--- src/rtl/encode_set.sv ---
// encode_set: unpacks left-justified B-bit message symbols into four 16-bit
// coefficient lanes per output word, scaling each symbol by q/2^B.
// A block is 2, 3 or 4 input words (level 0, 1, 2) followed by 16 output words.
module encode_set (
  input  logic        clk,
  input  logic        rst,
  input  logic [1:0]  sec_lvl,
  input  logic [63:0] msg,
  input  logic        msg_val,
  output logic        ready,
  input  logic        out_ready,
  output logic [63:0] encodeOut,
  output logic        encodeOut_val
);

  typedef enum logic {
    S_LOAD = 1'b0,
    S_EMIT = 1'b1
  } state_e;

  typedef enum logic [1:0] {
    LVL_640  = 2'd0,
    LVL_976  = 2'd1,
    LVL_1344 = 2'd2,
    LVL_BAD  = 2'd3
  } lvl_e;

  state_e       state;
  lvl_e         lvl;
  logic [1:0]   in_cnt;
  logic [3:0]   out_cnt;
  logic [255:0] buffer;

  lvl_e         lvl_eff;
  logic [1:0]   last_in;
  logic [255:0] buf_loaded;
  logic [255:0] buf_shifted;

  // Build one output word from the top of the buffer for the given level.
  // For level 1, odd selects word B of the current 24-bit group.
  function automatic logic [63:0] encode_word(input logic [255:0] b,
                                              input lvl_e         l,
                                              input logic         odd);
    logic [23:0] g;
    logic [2:0]  a0, a1, a2, a3;
    logic [2:0]  b0, b1, b2, b3;
    logic [63:0] w;
    g  = b[255:232];
    a0 = g[11:9];
    a1 = {g[8], g[23:22]};
    a2 = g[21:19];
    a3 = g[18:16];
    b0 = g[7:5];
    b1 = g[4:2];
    b2 = {g[1:0], g[15]};
    b3 = g[14:12];
    w  = '0;
    case (l)
      // 2-bit symbols from the top byte, MSB pair is lane 0.
      LVL_640: w = {1'b0, b[249:248], 13'h0,
                    1'b0, b[251:250], 13'h0,
                    1'b0, b[253:252], 13'h0,
                    1'b0, b[255:254], 13'h0};
      // 4-bit symbols with the two bit-pairs of each nibble swapped.
      LVL_1344: w = {b[241:240], b[243:242], 12'h0,
                     b[245:244], b[247:246], 12'h0,
                     b[249:248], b[251:250], 12'h0,
                     b[253:252], b[255:254], 12'h0};
      // 3-bit symbols interleaved across a 24-bit group shared by A and B.
      LVL_976: w = odd ? {b3, 13'h0, b2, 13'h0, b1, 13'h0, b0, 13'h0}
                       : {a3, 13'h0, a2, 13'h0, a1, 13'h0, a0, 13'h0};
      default: w = '0;
    endcase
    return w;
  endfunction

  // The level is taken live for the first word of a block, latched afterwards.
  always_comb begin
    lvl_eff = (in_cnt == 2'd0) ? lvl_e'(sec_lvl) : lvl;
  end

  assign ready = (state == S_LOAD) && (lvl_eff != LVL_BAD);

  // Index of the final input word of a block for the effective level.
  always_comb begin
    // NOTE: every signal written in always_comb gets a default first so no latch is inferred.
    last_in = 2'd3;
    case (lvl_eff)
      LVL_640:  last_in = 2'd1;
      LVL_976:  last_in = 2'd2;
      LVL_1344: last_in = 2'd3;
      default:  last_in = 2'd3;
    endcase
  end

  // Buffer image with the incoming word dropped into its left-justified slot.
  always_comb begin
    buf_loaded = buffer;
    case (in_cnt)
      2'd0:    buf_loaded[255:192] = msg;
      2'd1:    buf_loaded[191:128] = msg;
      2'd2:    buf_loaded[127:64]  = msg;
      default: buf_loaded[63:0]    = msg;
    endcase
  end

  // Buffer image after the current output word has been consumed.
  // Level 1 keeps the group in place after word A since word B reuses it.
  always_comb begin
    buf_shifted = buffer;
    case (lvl)
      LVL_640:  buf_shifted = {buffer[247:0], 8'h0};
      LVL_1344: buf_shifted = {buffer[239:0], 16'h0};
      LVL_976:  buf_shifted = out_cnt[0] ? {buffer[231:0], 24'h0} : buffer;
      default:  buf_shifted = buffer;
    endcase
  end

  // Block FSM: collect N_in words, then emit 16 registered output words.
  always_ff @(posedge clk) begin
    if (rst) begin
      // NOTE: the wide buffer is reset too, so a block cut short by reset leaves no stale symbols behind.
      state         <= S_LOAD;
      lvl           <= LVL_640;
      in_cnt        <= '0;
      out_cnt       <= '0;
      buffer        <= '0;
      encodeOut     <= '0;
      encodeOut_val <= 1'b0;
    end else begin
      // NOTE: state updates use non-blocking assignments so every register samples pre-edge values.
      case (state)
        S_LOAD: begin
          if (msg_val && ready) begin
            buffer <= buf_loaded;
            if (in_cnt == 2'd0) begin
              lvl <= lvl_eff;
            end
            if (in_cnt == last_in) begin
              state         <= S_EMIT;
              in_cnt        <= '0;
              encodeOut     <= encode_word(buf_loaded, lvl_eff, 1'b0);
              encodeOut_val <= 1'b1;
            end else begin
              in_cnt <= in_cnt + 2'd1;
            end
          end
        end
        S_EMIT: begin
          if (out_ready) begin
            if (out_cnt == 4'd15) begin
              state         <= S_LOAD;
              out_cnt       <= '0;
              in_cnt        <= '0;
              buffer        <= '0;
              encodeOut     <= '0;
              encodeOut_val <= 1'b0;
            end else begin
              out_cnt   <= out_cnt + 4'd1;
              buffer    <= buf_shifted;
              encodeOut <= encode_word(buf_shifted, lvl, ~out_cnt[0]);
            end
          end
        end
        default: state <= S_LOAD;
      endcase
    end
  end

endmodule

--- config.mk ---
export PLATFORM = sky130hd
export DESIGN_NAME = encode_set
export DESIGN_NICKNAME = d
export VERILOG_FILES = /design/src/rtl/encode_set.sv
export SDC_FILE = /design/constraint.sdc
export NUM_CORES = 1
export LEC_CHECK = 0
export ABC_AREA = 1
export CORE_AREA = 2 2 173 209
export CTS_BUF_LIST = sky130_fd_sc_hd__clkbuf_4
export DETAILED_ROUTE_END_ITERATION = 7
export DIE_AREA = 0 0 175 211
export PLACE_DENSITY = 0.75
export SLEW_MARGIN = 10
export SYNTH_ARGS = -nofsm -noshare
export SYNTH_HDL_FRONTEND = slang
export SYNTH_SLANG_ARGS = --single-unit
--- constraint.sdc ---
create_clock -name clk -period 5.57 [get_ports clk]
set_input_delay 1.114 -clock clk [delete_from_list [all_inputs] [get_ports clk]]
set_output_delay 1.114 -clock clk [all_outputs]
set_load 0.03 [all_outputs]
==> flow_summary.rst <==
.. list-table::
   :header-rows: 1

   * - Metric
     - Value
   * - Number of hold buffers added after CTS
     - 0
   * - Critical path class
     - reg -> out
   * - Required time at the worst-slack endpoint
     - 4.46 ns
   * - Wire length of the first global-routing pass
     - 107,000 um
   * - Reg-to-reg critical path startpoint
     - in_cnt[0]
   * - Type of the worst min-delay path
     - reg -> reg
   * - Average instance area after synthesis
     - 5.85 um2
   * - Number of I/O pins
     - 136
   * - Post-synthesis instance total
     - 3,231
   * - Combined area of all synthesized cells
     - 18,900 um2
   * - Worst reg-to-reg path cell count
     - 13
   * - Minimum setup slack among reg-to-reg paths
     - 2.01 ns
   * - Skew-Pair Late Insertion Delay
     - 0.81 ns
   * - Result of the run
     - finished, final reports clean
   * - Destination of the worst hold path
     - buffer[74]
   * - Final design utilization
     - 59.0%
   * - Power per unit of standard cell area
     - 618 nW/um2
   * - Number of buffer cells added on primary ports
     - 87
   * - Vertical die dimension
     - 211 um
   * - TritonCTS Buffers
     - 80
   * - Total wire length
     - 68,600 um
   * - Die width
     - 175 um
   * - DP Cell Count
     - 3,584
   * - Placed wire-length estimate
     - 43,100 um
   * - Static Leak
     - 8.83 nW
   * - GRT Residual Overflow
     - 0
   * - Total of max-cap violations
     - 0
   * - Capturing element type of the critical path
     - output port
   * - Most used flip-flop cell after synthesis
     - dfxtp_1
   * - Routed Antenna Nets
     - 0
   * - Count of state elements after synthesis
     - 282
   * - Critical path arrival
     - 3.02 ns
   * - Worst clock skew
     - 0.0523 ns
   * - Number of standard-cell rows in the floorplan
     - 75
   * - Tightest slew margin relative to the limit
     - 23.6%
   * - Number of global-route vias before repair
     - 19.9k
   * - Async set or reset register ratio after synthesis
     - 0%
   * - Core box area
     - 34,800 um2
   * - Pin count of the biggest net entering global routing
     - 123
   * - Synth-to-Final Area Change
     - 8.55%
   * - Endpoint of the lowest-slack register-to-register path
     - buffer[56]
   * - Post-CTS sizing
     - 0
   * - Launch point of the worst hold path
     - buffer[74]
   * - Final instance count without filler cells
     - 3,729
   * - Post-layout power
     - 12.7 mW
   * - Post-route minimum period
     - 4.13 ns
   * - Count of synthesis-stage warnings from yosys
     - 0
   * - DR DRC count
     - 0
   * - Final standard cell area without fillers
     - 20,500 um2
   * - Routed len/inst
     - 18.4 um
   * - Share of the clock period used by the worst path
     - 74.2%
   * - Highest net fanout along the worst path
     - 35
   * - First-pass DRT Iterations
     - 8
   * - RSZ-0062 raised after global routing
     - no
   * - Sink Count
     - 282
   * - CTS H-tree depth
     - 3
   * - Fmax
     - 0.242 GHz
   * - Setup-violating endpoint count in the final report
     - 0
   * - TritonCTS clock tree
     - done
   * - Total setup buffers inserted after CTS
     - 0
   * - Final max-slew violation count
     - 0
   * - Vias
     - 22.0k
   * - Clock-pin slew on the worst setup and hold paths
     - 0.06 ns
   * - Fin nets
     - 3,284
   * - Number of buffers on the longest clock path
     - 3
   * - Fraction of layout instances using a drive strength above 1
     - 6.99%
   * - Setup TNS Final
     - 0 ns
   * - VDD IR max
     - 0.000543 V
   * - Total routing resource utilization after global routing
     - 36.2%
   * - Number of flops mapped to enable cells by yosys
     - 0
   * - Placer's final routability congestion estimate
     - 0.965
   * - Worst Hold Depth
     - 2
   * - Type of element launching the critical path
     - register
   * - Area after DPL
     - 19,500 um2
   * - Hold Violations, Final
     - 0
   * - Post-synth cell types
     - 37
   * - Register area share after synthesis
     - 29.8%
   * - Die Area
     - 36,900 um2
   * - Count of routing violations after the opening detailed-route iteration
     - 2,752
   * - Initial Util
     - 54.3%
   * - Buffer type at the clock tree root
     - clkbuf_4
   * - Transition time at the pin with the least slew margin
     - 1.15 ns
   * - Number of antenna violations at the first check in global routing
     - 4
   * - Per-cell via count in the routed design
     - 5.90
## cell type report
type	count	area (um2)
clock inverter	14	114
multi-input combinational	2463	11100
fill	3448	14300
timing repair buffer	125	1200
clock buffer	128	961
sequential	282	5650
inverter	252	960
tap	462	578
antenna	3	7.51
## logic make-up after synthesis
logic type / share of synthesized area, %
simple gates: 37.4
compound gates: 19.2
buf+inv: 12.8
flops: 29.8
fa+ha+maj: 0.661
mux: 0.0529
other cells: 0.0198
## where the power goes
part | switching, mW | internal (mW) | leakage (nW)
logic | 5.27 | 1.96 | 5.90
clock network | 0.962 | 1.13 | 0.635
registers | 0.584 | 2.78 | 2.30
total | 6.82 | 5.87 | 8.83
## layer usage
metal	global-route usage [%]	up-vias	wire (um)
met3	9.38	284	8340
met1	45.4	10012	26400
met2	56.2	1385	30100
li1	-	10322	-
met5	0	-	0
met4	21.0	0	3790
## worst max-delay path: stages, from the launching register on
cell,delay [ns]
dfxtp_1,0.34
inv_1,0.15
ha_2,0.35
inv_4,0.23
nand2_2,0.15
nand2_4,0.10
a21oi_4,0.20
clkdlybuf4s50_1,0.70
## cell usage after synthesis (32+ instances only)
master | number | area (um2)
dfxtp_1 | 282 | 5650
inv_1 | 243 | 912
nor3_1 | 62 | 310
buf_2 | 63 | 315
nand3_1 | 206 | 1030
o22ai_1 | 98 | 613
clkbuf_1 | 111 | 417
o21ai_0 | 181 | 906
a21oi_1 | 329 | 1650
nor2_1 | 487 | 1830
o211ai_1 | 32 | 240
buf_4 | 62 | 465
nand2_1 | 934 | 3510
## metrics by stage
| step | setup WS, ns | hold slack (ns) |
|---|---|---|
| after global placement | 1.70 | 0.451 |
| after global routing | 1.33 | 0.479 |
| after CTS | 1.44 | 0.466 |
| after detailed placement | 1.61 | 0.456 |
| after floorplan | 2.86 | 0.439 |
| final | 1.44 | 0.465 |
## worst max-delay path by stage
stage                     startpoint          to  slack (ns)
after floorplan           sec_lvl[0]       ready        2.86
after detailed placement  sec_lvl[0]  buffer[58]        1.61
after CTS                  in_cnt[0]       ready        1.44
final                      in_cnt[0]       ready        1.44
after global placement    sec_lvl[0]  buffer[25]        1.70
after global routing       in_cnt[0]       ready        1.33
## registers in the layout, indices dropped and copies added (netlist names)
| signal | flops |
|---|---|
| buffer | 256 |
| encodeOut | 16 |
| encodeOut_val | 1 |
| in_cnt | 2 |
| lvl | 2 |
| out_cnt | 4 |
| state | 1 |
## cells in the final DEF (no fill, tap or decap), types with 3 or more instances in the layout
master,n
clkdlybuf4s50_1,86
o211ai_1,32
nand2_2,9
ha_1,7
dfxtp_1,281
nand2_1,933
o21ai_1,6
conb_1,48
buf_4,34
a31oi_1,7
o21ai_0,181
nor2_1,487
inv_2,6
nand3_1,206
diode_2,3
nor2_4,4
nand4_1,3
nor3_2,17
inv_1,242
buf_12,4
o31ai_1,3
nand3b_1,3
nand2_4,5
clkinv_1,9
a21oi_1,329
clkbuf_4,128
nor3_1,62
a41oi_1,3
o22ai_1,98
o21a_1,5
a22oi_1,4
Power figures use the tool's default switching activity.
